`src/rtl/and16_arbiter_pkg.sv`:
```
// and16_arbiter_pkg: shared FSM encoding and operand width for the AND arbiter
package and16_arbiter_pkg;
  localparam int DATA_W = 16;
  typedef enum logic [1:0] {IDLE = 2'd0, EXEC = 2'd1, RESP = 2'd2} state_t;
endpackage

```
`src/rtl/and16gate.sv`:
```
// and16gate: 16-bit bitwise AND gate from the logic-gate library
module and16gate
  import and16_arbiter_pkg::*;
(
  input  logic [DATA_W-1:0] x,
  input  logic [DATA_W-1:0] y,
  output logic [DATA_W-1:0] out
);
  assign out = x & y;
endmodule

```
`src/rtl/and16_arbiter.sv`:
```
// and16_arbiter: round-robin sharing of one and16gate between N_REQ requesters
module and16_arbiter
  import and16_arbiter_pkg::*;
#(
  parameter int N_REQ = 4,
  parameter int ID_W  = $clog2(N_REQ)
) (
  input  logic                     clk,
  input  logic                     reset,
  input  logic [N_REQ-1:0]         req_valid,
  input  logic [DATA_W*N_REQ-1:0]  req_x,
  input  logic [DATA_W*N_REQ-1:0]  req_y,
  output logic [N_REQ-1:0]         req_ready,
  output logic                     rsp_valid,
  output logic [DATA_W-1:0]        rsp_data,
  output logic [ID_W-1:0]          rsp_id,
  input  logic                     rsp_ready,
  output logic                     busy
);
  state_t r_state;
  logic [ID_W-1:0] r_ptr, r_id_q, w_pick, w_idx, w_next_ptr;
  logic [DATA_W-1:0] r_x_q, r_y_q, w_and;
  logic w_found, w_accept;
  // downward scan so the last hit is the one nearest at or after r_ptr
  always_comb begin
    w_pick = '0;
    w_found = 1'b0;
    w_idx = '0;
    for (int k = N_REQ - 1; k >= 0; k--) begin
      w_idx = ID_W'((int'(r_ptr) + k) % N_REQ);
      if (req_valid[w_idx]) begin
        w_pick = w_idx;
        w_found = 1'b1;
      end
    end
  end
  assign w_accept = (r_state == IDLE) && !reset && w_found;
  assign req_ready = w_accept ? N_REQ'(1) << w_pick : '0;
  assign w_next_ptr = (int'(w_pick) == N_REQ - 1) ? '0 : w_pick + 1'b1;
  assign busy = (r_state != IDLE);
  and16gate u_gate (.x(r_x_q), .y(r_y_q), .out(w_and));
  always_ff @(posedge clk) begin
    if (reset) begin
      r_state <= IDLE;
      r_ptr <= '0;
      r_id_q <= '0;
      r_x_q <= '0;
      r_y_q <= '0;
      rsp_valid <= 1'b0;
      rsp_data <= '0;
      rsp_id <= '0;
    end else begin
      case (r_state)
        IDLE: if (w_accept) begin
          r_x_q <= req_x[w_pick*DATA_W +: DATA_W];
          r_y_q <= req_y[w_pick*DATA_W +: DATA_W];
          r_id_q <= w_pick;
          r_ptr <= w_next_ptr;
          r_state <= EXEC;
        end
        EXEC: begin
          rsp_data <= w_and;
          rsp_id <= r_id_q;
          rsp_valid <= 1'b1;
          r_state <= RESP;
        end
        RESP: if (rsp_ready) begin
          rsp_valid <= 1'b0;
          r_state <= IDLE;
        end
        default: r_state <= IDLE;
      endcase
    end
  end
endmodule

```
`config.mk`:
```
export PLATFORM = sky130hd
export DESIGN_NAME = and16_arbiter
export DESIGN_NICKNAME = d
export VERILOG_FILES = /design/src/rtl/and16_arbiter_pkg.sv /design/src/rtl/and16gate.sv /design/src/rtl/and16_arbiter.sv
export SDC_FILE = /design/constraint.sdc
export NUM_CORES = 1
export LEC_CHECK = 0
export BUFFER_PORTS_ARGS = -buffer_cell sky130_fd_sc_hd__clkbuf_2
export CAP_MARGIN = 20
export CORE_MARGIN = 2
export CORE_UTILIZATION = 35
export CTS_CLUSTER_SIZE = 40
export DETAILED_ROUTE_END_ITERATION = 6
export PLACE_DENSITY = 0.69
export SLEW_MARGIN = 30
export SYNTH_ARGS = -nofsm -noshare
export SYNTH_HDL_FRONTEND = slang
export SYNTH_SLANG_ARGS = --single-unit
```
`constraint.sdc`:
```
create_clock -name clk -period 1.9 [get_ports clk]
set_input_delay 0.285 -clock clk [delete_from_list [all_inputs] [get_ports clk]]
set_output_delay 0.285 -clock clk [all_outputs]
set_load 0.02 [all_outputs]
```
==> flow_summary_export.csv, run 1 <==
group,metric,value,unit
critical_path,start_kind,"flip-flop",
global_routing,first_global_vias,2701,
cts,h-tree-depth,3,
sta,worst-slew-pin-transition,0.596,ns
finish,final_cell_mix,"clkbuf_2, mux2i_1, dfxtp_1",
power,ir_drop,0.000449,V
logic_synthesis,ys_types,26,
detailed_routing,met2_length,4500,µm
finish,area_delta_synth_final,53.4,%
logic_synthesis,syn_nets,441,
sta,hold_slack,0.200,ns
worst_hold_path,min_path_type,"primary input to flip-flop",
place,post-place-cells,560,
detailed_routing,drt_pass1_iterations,4,
cts,clock_latency,0.32,ns
sta,skew,0.00886,ns
outcome,violations,"setup timing",
logic_synthesis,yosysSeqAreaShare,40.9,%
cts,cts_tree,"done",
logic_synthesis,synth_flop_cell,"dfxtp_1",
outcome,status,"complete, but fails checks",
critical_path,crit_type,"flip-flop to output port",
detailed_routing,m1WireLength,3810,µm
global_routing,antenna_found_initial,0,
finish,register_area,0.00114,mm²
detailed_routing,wl_per_cell,15.2,µm
finish,final_common_cell,"clkbuf_2",
critical_path,arrival,1.78,ns
finish,n_antenna_cell,0,
floorplan,dieArea,0.00871,mm²
cts,cts.sinks,57,
place,io_buffers,158,
sta,slew_headroom,59.9,%
sta,final-max-slew-violation-count,0,
cts,clk_path_buf_depth,2,
logic_synthesis,yosys.area.top_type_share,40.9,%
logic_synthesis,ys_ff_latch,57,
global_routing,grt_pass1_wl,13000,µm
finish,final_area,0.00428,mm²
global_routing,grt_max_degree,31,
power,comb_power_share,35.3,%
floorplan,core_area,0.00773,mm²
detailed_routing,vias,2959,
critical_path,r2r_start,"r_ptr[0]",
cts,clk_pin_slew_worst_paths,0.06,ns
cts,cts_root_buf,"clkbuf_8",
floorplan,fp.dieW,93.3,µm
global_routing,grt-ovfl-total,0,
detailed_routing,ant_nets,0,
critical_path,rr_endpoint,"r_x_q[8]",
finish,multiInputGateArea,0.00164,mm²
cts,cts.hold.buffers_added,0,
floorplan,initial_core_util,36.1,%
finish,drive_gt1_share,47.5,%
logic_synthesis,syn-cell-area,0.00279,mm²
detailed_routing,drt_iter0_drc,131,
detailed_routing,wl_met3,538,µm
sta,max_freq,485,MHz
power,leakage,2.13,nW
logic_synthesis,async_reset_ff_share,0,%
finish,instances_no_fill,588,
critical_path,ff2ff_setup_slack,-0.04,ns
critical_path,cp-startpoint,"r_ptr[0]",
place,place_area,0.00376,mm²
floorplan,fp.dieH,93.3,µm
flow_run,maxCapViolCount,0,
global_routing,grt_use_total,19.0,%
sta,rsz0062_at_grt,"true",
critical_path,path_max_fanout,3,
critical_path,cp_data_required_time,1.62,ns
logic_synthesis,synth_cells,305,
detailed_routing,wirelength,8920,µm
power,switchingPower,0.00117,W
critical_path,endpoint_kind,"output port",
critical_path,rr_worst_depth,9,
floorplan,io_pins,159,
detailed_routing,viasPerCell,5.03,
cts,cts_made_buffers,9,
sta,finalSetupViolCount,14,
sta,fin_crit_sh,108,%
power,p_int,0.00261,W
power,finalPower,0.00379,W
floorplan,placementRows,32,
place,place.gp.congestion,0.793,
logic_synthesis,yosysTopAreaCell,"dfxtp_1",
logic_synthesis,synth_edf_count,0,
detailed_routing,drc,0,
sta,fin_crit,2.06,ns
logic_synthesis,ys_warn_count,0,
critical_path,crit_path_end,"req_ready[2]",
power,switching_share,31.0,%
power,p_per_area,884,mW/mm²
finish,nets,619,
sta,hold_viol,0,
finish,fill_cells,723,
logic_synthesis,ys_top_cells_by_area,"dfxtp_1, mux2i_1, o221ai_1",
power,seq_power_share,38.7,%
power,clockPowerShare,25.9,%
sta,worst_slack,-0.161,ns
sta,fin_setup_tns,-0.629,ns
place,place_hpwl,6350,µm
logic_synthesis,syn_avg_cell_area,9.16,µm²
detailed_routing,top_layer_used,"met4",
==> flip-flops by register name, summed over array words and instances, names as in the netlist <==
name       count
r_x_q         16
r_y_q         16
rsp_data      16
r_id_q         2
r_ptr          2
r_state        2
rsp_id         2
rsp_valid      1
==> synthesized netlist by cell type (2+ instances only) <==
master and instances:
mux2i_1 66, dfxtp_1 57, nand2_1 53, o221ai_1 33, a21oi_1 20, nand3_1 16, clkbuf_1 15, nor2_1 14
buf_6 4, nor2b_1 4, a211oi_1 3, buf_2 3, buf_1 2, inv_1 2, nand2b_1 2
==> layer usage <==
layer / GRT usage (%) / vias to the layer above
li1: - / 1476
met1: 24.4 / 1378
met2: 31.6 / 99
met3: 5.80 / 6
met4: 4.04 / 0
met5: 0 / -
==> critical path, cell delays in order, from the launching register on <==
cell and delay (ns):
dfxtp_2 0.34, nor2b_2 0.05, or4_4 0.49, nand2_4 0.09, clkinv_4 0.07, ha_4 0.15
and2_4 0.13, buf_8 0.12
==> power groups by stage <==
stage          registers [W]  logic (W)  clock network [W]
2_1_floorplan        0.00146   0.000688                  0
3_3_place_gp         0.00149    0.00101                  0
3_5_place_dp         0.00149    0.00104                  0
4_1_cts              0.00147    0.00110            0.00100
5_1_grt              0.00148    0.00144            0.00106
6_report             0.00147    0.00134           0.000981
==> cell type report <==
cell class	instances	share of cell area [%]
multi-input cells	221	38.2
repair buffers	191	27.8
flip-flops and latches	57	26.7
clock buffers	11	3.53
well taps	102	2.98
clock inverters	3	0.409
inverters	3	0.380
==> worst min-delay path by stage <==
stage	end	startpoint	depth (start not counted)	slack, ns
after floorplan	rsp_id[0]	r_id_q[0]	2	0.43
after global placement	rsp_data[0]	rsp_data[0]	2	0.44
after detailed placement	rsp_data[3]	rsp_data[3]	2	0.45
after CTS	r_state[0]	reset	2	0.18
after global routing	r_state[0]	reset	2	0.18
final	r_state[0]	reset	2	0.20
==> per-stage QoR <==
stage | util (%) | setup slack (ns)
floorplan | - | -0.0663
global route | 55.4 | -0.210
finish | 55.4 | -0.161
CTS | 52.2 | -0.240
detailed placement | 48.7 | -0.0746
global placement | 48.7 | -0.0479
==> cell families after synthesis <==
kind of cell	share of synthesized area (%)
AND/OR/NAND/NOR	14.7
multiplexers	23.7
AO/OA/AOI/OAI	15.5
flip-flops	40.9
buffers and inverters	4.84
adder cells (fa/ha/maj)	0.448
==> what timing repair did <==
action / 4_1_cts / 5_1_grt
gates resized for setup: 23 / 25
pin swaps: 4 / 15
cloned: 0 / 4
endpoints found under the setup margin: 4 / 32
setup buffers: 1 / 9
Power figures use the tool's default switching activity.
==> run 2, diff against run 1 <==
Settings changed: RECOVER_POWER from default to 25.
==> flow_summary_export.csv, run 2 (synthesis results as in run 1) <==
group,metric,value,unit
floorplan,fp.dieH,93.3,µm
detailed_routing,wirelength,8890,µm
detailed_routing,top_layer_used,"met4",
floorplan,placementRows,32,
place,place_hpwl,6350,µm
sta,max_freq,485,MHz
critical_path,cp_data_required_time,1.62,ns
cts,h-tree-depth,3,
worst_hold_path,min_path_cells,2,
sta,worst_slack,-0.161,ns
sta,skew,0.00887,ns
critical_path,start_kind,"flip-flop",
floorplan,fp.dieW,93.3,µm
power,ir_drop,0.000449,V
global_routing,antenna_found_initial,0,
flow_run,maxCapViolCount,0,
finish,n_antenna_cell,0,
global_routing,grt_pass1_wl,13000,µm
detailed_routing,vias,2959,
cts,cts.hold.buffers_added,0,
critical_path,path_max_fanout,3,
cts,clk_pin_slew_worst_paths,0.06,ns
cts,clk_path_buf_depth,2,
sta,fin_crit_sh,108,%
sta,fin_crit,2.06,ns
cts,cts_made_buffers,9,
sta,finalSetupViolCount,14,
sta,final-max-slew-violation-count,0,
detailed_routing,viasPerCell,5.03,
cts,cts.sinks,57,
critical_path,rr_worst_depth,9,
critical_path,arrival,1.78,ns
place,pre_cts_ws,-0.0746,ns
cts,clock_latency,0.32,ns
global_routing,first_global_vias,2701,
sta,hold_viol,0,
global_routing,grt_max_degree,31,
finish,multiInputGateArea,0.00164,mm²
power,finalPower,0.00378,W
detailed_routing,met2_length,4490,µm
finish,final_cell_mix,"clkbuf_2, mux2i_1, dfxtp_1",
outcome,violations,"setup timing",
floorplan,dieArea,0.00871,mm²
cts,cts_tree,"done",
finish,fill_cells,725,
critical_path,endpoint_kind,"output port",
sta,slew_headroom,60.1,%
global_routing,grt-ovfl-total,0,
global_routing,grt_use_total,19.0,%
finish,drive_gt1_share,47.3,%
floorplan,core_area,0.00773,mm²
sta,worst-slew-pin-transition,0.594,ns
sta,rsz0062_at_grt,"true",
finish,area_delta_synth_final,53.3,%
finish,nets,619,
detailed_routing,drc,0,
detailed_routing,wl_per_cell,15.1,µm
floorplan,initial_core_util,36.1,%
place,place.gp.congestion,0.793,
cts,cts_root_buf,"clkbuf_8",
power,p_per_area,884,mW/mm²
floorplan,io_pins,159,
detailed_routing,ant_nets,0,
finish,reg.largest.list,"r_x_q x16, r_y_q x16, rsp_data x16",
critical_path,crit_type,"flip-flop to output port",
finish,register_area,0.00114,mm²
detailed_routing,m1WireLength,3790,µm
power,leakage,2.13,nW
place,io_buffers,158,
finish,final_common_cell,"clkbuf_2",
detailed_routing,drt_iter0_drc,116,
worst_hold_path,min_path_type,"primary input to flip-flop",
outcome,status,"complete, but fails checks",
detailed_routing,drt_pass1_iterations,4,
detailed_routing,wl_met3,526,µm
## run 2: changes by cell type in the layout (fill, tap and decap cells not counted), sizes merged
cell	before	now
buf	34	33
clkbuf	168	169
## run 2: per-layer routing
layer / GRT usage [%] / vias to the layer above
li1: - / 1476
met1: 24.4 / 1378
met2: 31.6 / 99
met3: 5.80 / 6
met4: 4.04 / 0
met5: 0 / -
## run 2: power breakdown
part | switching [W] | internal (W) | total (W)
clock | 0.000456 | 0.000525 | 0.000981
sequential | 0.000106 | 0.00136 | 0.00147
combinational | 0.000610 | 0.000726 | 0.00134
total | 0.00117 | 0.00261 | 0.00378
## run 2: what timing repair did
action | CTS | global route
resized for setup | 23 | 25
setup endpoints to repair | 4 | 32
pin swaps | 4 | 15
gates cloned | 0 | 4
setup buffers | 1 | 9
## run 2: stage by stage
stage          std cells  TNS [ns]  instance area [µm²]  util (%)  hold slack, ns
6_report             588    -0.628                 4280      55.4           0.200
3_3_place_gp         560    -0.397                 3760      48.7           0.438
3_5_place_dp         560     -1.35                 3760      48.7           0.448
2_1_floorplan        305    -0.195                 2800         -           0.431
4_1_cts              575     -1.51                 4030      52.2           0.177
5_1_grt              588     -2.88                 4280      55.4           0.184
## run 2: final timing paths
kind | startpoint | end | slack [ns]
setup / recovery | r_ptr[0] | req_ready[2] | -0.16
hold / removal | reset | r_state[0] | 0.20
setup reg to reg | r_ptr[0] | r_x_q[8] | -0.04
hold reg to reg | rsp_data[3] | rsp_data[3] | 0.45
## run 2: worst max-delay path, stage by stage (launching register included)
cell and delay (ns):
dfxtp_2 0.34, nor2b_2 0.05, or4_4 0.49, nand2_4 0.09, clkinv_4 0.07, ha_4 0.15, and2_4 0.13, buf_8 0.12
## run 2: layout make-up
type / instances / share of cell area [%]
multi-input combinational: 221 / 38.3
clock inverter: 3 / 0.409
timing repair buffer: 191 / 27.7
tap: 102 / 2.98
inverter: 3 / 0.380
sequential: 57 / 26.7
clock buffer: 11 / 3.54
==> run 3, diff against run 2 <==
Settings changed: PLACE_DENSITY 0.69 to 0.66.
Clock period 1.9 ns to 2.1 ns, I/O delays scaled along.
==> flow_summary_export.csv, run 3 (synthesis results as in run 1) <==
group,metric,value,unit
cts,cts.sinks,57,
critical_path,endpoint_kind,"output port",
detailed_routing,top_layer_used,"met4",
power,switching_share,31.0,%
critical_path,start_kind,"flip-flop",
power,seq_power_share,40.1,%
cts,clk_pin_slew_worst_paths,0.06,ns
global_routing,grt_max_degree,31,
outcome,status,"complete, but fails checks",
global_routing,first_global_vias,2676,
finish,n_antenna_cell,0,
detailed_routing,wl_met3,629,µm
detailed_routing,met2_length,4070,µm
cts,cts_tree,"done",
power,p_int,0.00228,W
cts,cts_made_buffers,9,
floorplan,fp.dieH,93.3,µm
place,place.gp.congestion,0.788,
global_routing,antenna_found_initial,0,
critical_path,path_buf_inv,2,
finish,final_cell_mix,"clkbuf_2, mux2i_1, dfxtp_1",
flow_run,maxCapViolCount,0,
finish,instances_no_fill,574,
power,comb_power_share,29.2,%
sta,fin_crit_sh,102,%
power,p_per_area,827,mW/mm²
finish,final_core_util,51.7,%
detailed_routing,drt_pass1_iterations,4,
floorplan,placementRows,32,
outcome,violations,"setup timing",
detailed_routing,viasPerCell,4.93,
finish,reg.largest.list,"r_x_q x16, r_y_q x16, rsp_data x16",
cts,clk_path_buf_depth,2,
finish,area_delta_synth_final,43.1,%
detailed_routing,vias,2830,
critical_path,slowest_stage,"or4_4",
global_routing,grt_use_total,19.1,%
sta,rsz0062_at_grt,"true",
sta,fin_crit,2.13,ns
power,ir_drop,0.000304,V
sta,slew_headroom,34.6,%
sta,worst-slew-pin-transition,0.982,ns
place,pre_cts_ws,0.0518,ns
critical_path,cp_data_required_time,1.78,ns
sta,max_freq,469,MHz
power,finalPower,0.00330,W
floorplan,core_area,0.00773,mm²
detailed_routing,m1WireLength,3520,µm
sta,worst_slack,-0.0325,ns
sta,final-max-slew-violation-count,0,
critical_path,slowest_delay,0.54,ns
detailed_routing,wirelength,8300,µm
sta,skew,0.0114,ns
place,io_buffers,158,
detailed_routing,wl_per_cell,14.5,µm
power,switchingPower,0.00102,W
floorplan,initial_core_util,36.1,%
cts,clock_latency,0.34,ns
power,leakage,1.99,nW
global_routing,grt_pass1_wl,13000,µm
critical_path,path_cells,"nor2b_2 -> or4_4 -> nand2_4 -> clkinv_4 -> ha_4 -> and2_4 -> buf_6",
place,post-place-cells,553,
floorplan,io_pins,159,
critical_path,path_max_fanout,4,
detailed_routing,ant_nets,0,
sta,hold_viol,0,
critical_path,arrival,1.82,ns
finish,drive_gt1_share,39.8,%
critical_path,crit_type,"flip-flop to output port",
cts,h-tree-depth,3,
worst_hold_path,min_path_type,"primary input to flip-flop",
global_routing,grt-ovfl-total,0,
detailed_routing,drt_iter0_drc,62,
finish,nets,603,
finish,final_common_cell,"clkbuf_2",
floorplan,fp.dieW,93.3,µm
cts,cts.hold.buffers_added,0,
critical_path,cp_top_family,"simple AND/OR/NAND/NOR gates",
floorplan,dieArea,0.00871,mm²
place,place_hpwl,6280,µm
cts,cts_root_buf,"clkbuf_8",
detailed_routing,drc,0,
sta,finalSetupViolCount,1,
power,clockPowerShare,30.7,%
## run 3: cell count changes in the layout (fill, tap and decap cells not counted), sizes merged
cell    delta
buf       -13
clkbuf     -4
clkinv     +2
bufinv     +1
## run 3: final cells by class
type                            instances  area [µm²]
Tap cell                              102         128
Timing Repair Buffer                  175         941
Fill cell                             735        3730
Multi-Input combinational cell        221        1570
Clock buffer                           10         138
Inverter                                3        16.3
Sequential cell                        57        1140
Clock inverter                          6        57.6
## run 3: worst paths after layout
path | start | end | slack, ns | depth (start not counted)
worst max register to register | r_ptr[0] | r_y_q[9] | 0.20 | 7
worst max-delay path | r_ptr[0] | req_ready[2] | -0.03 | 7
worst min-delay path | reset | r_state[0] | 0.22 | 2
worst min register to register | rsp_data[7] | rsp_data[7] | 0.45 | 2
## run 3: routing by layer
metal	global-route usage [%]	vias to the layer above
met5	0	-
met4	4.66	0
met3	5.16	8
met2	32.1	107
met1	24.4	1276
li1	-	1439
## run 3: power by group through the flow
stage               clock, W  sequential (W)  combinational, W
global route         0.00108         0.00134           0.00106
finish               0.00101         0.00132          0.000966
global placement           0         0.00135          0.000888
floorplan                  0         0.00132          0.000621
CTS                  0.00103         0.00132          0.000944
detailed placement         0         0.00135          0.000904
## run 3: repair_timing
item                       4_1_cts  5_1_grt
pin swaps                        0        4
setup endpoints to repair        4        4
setup buffers                    4        1
resized for setup                7       20
## run 3: worst register-to-register path, stage by stage, from the launching register on
cell      delay (ns)
dfxtp_2         0.32
buf_4           0.13
o221ai_1        0.28
nand2_4         0.10
clkinv_4        0.08
buf_4           0.43
mux2i_1         0.29
o221ai_1        0.14
## run 3: through the flow
stage / TNS, ns / cell area, µm² / hold slack [ns]
after detailed placement: 0 / 3710 / 0.447
after global routing: -0.182 / 4000 / 0.204
after floorplan: 0 / 2790 / 0.431
after CTS: -0.0581 / 3950 / 0.189
after global placement: 0 / 3710 / 0.439
final: -0.0325 / 4000 / 0.218
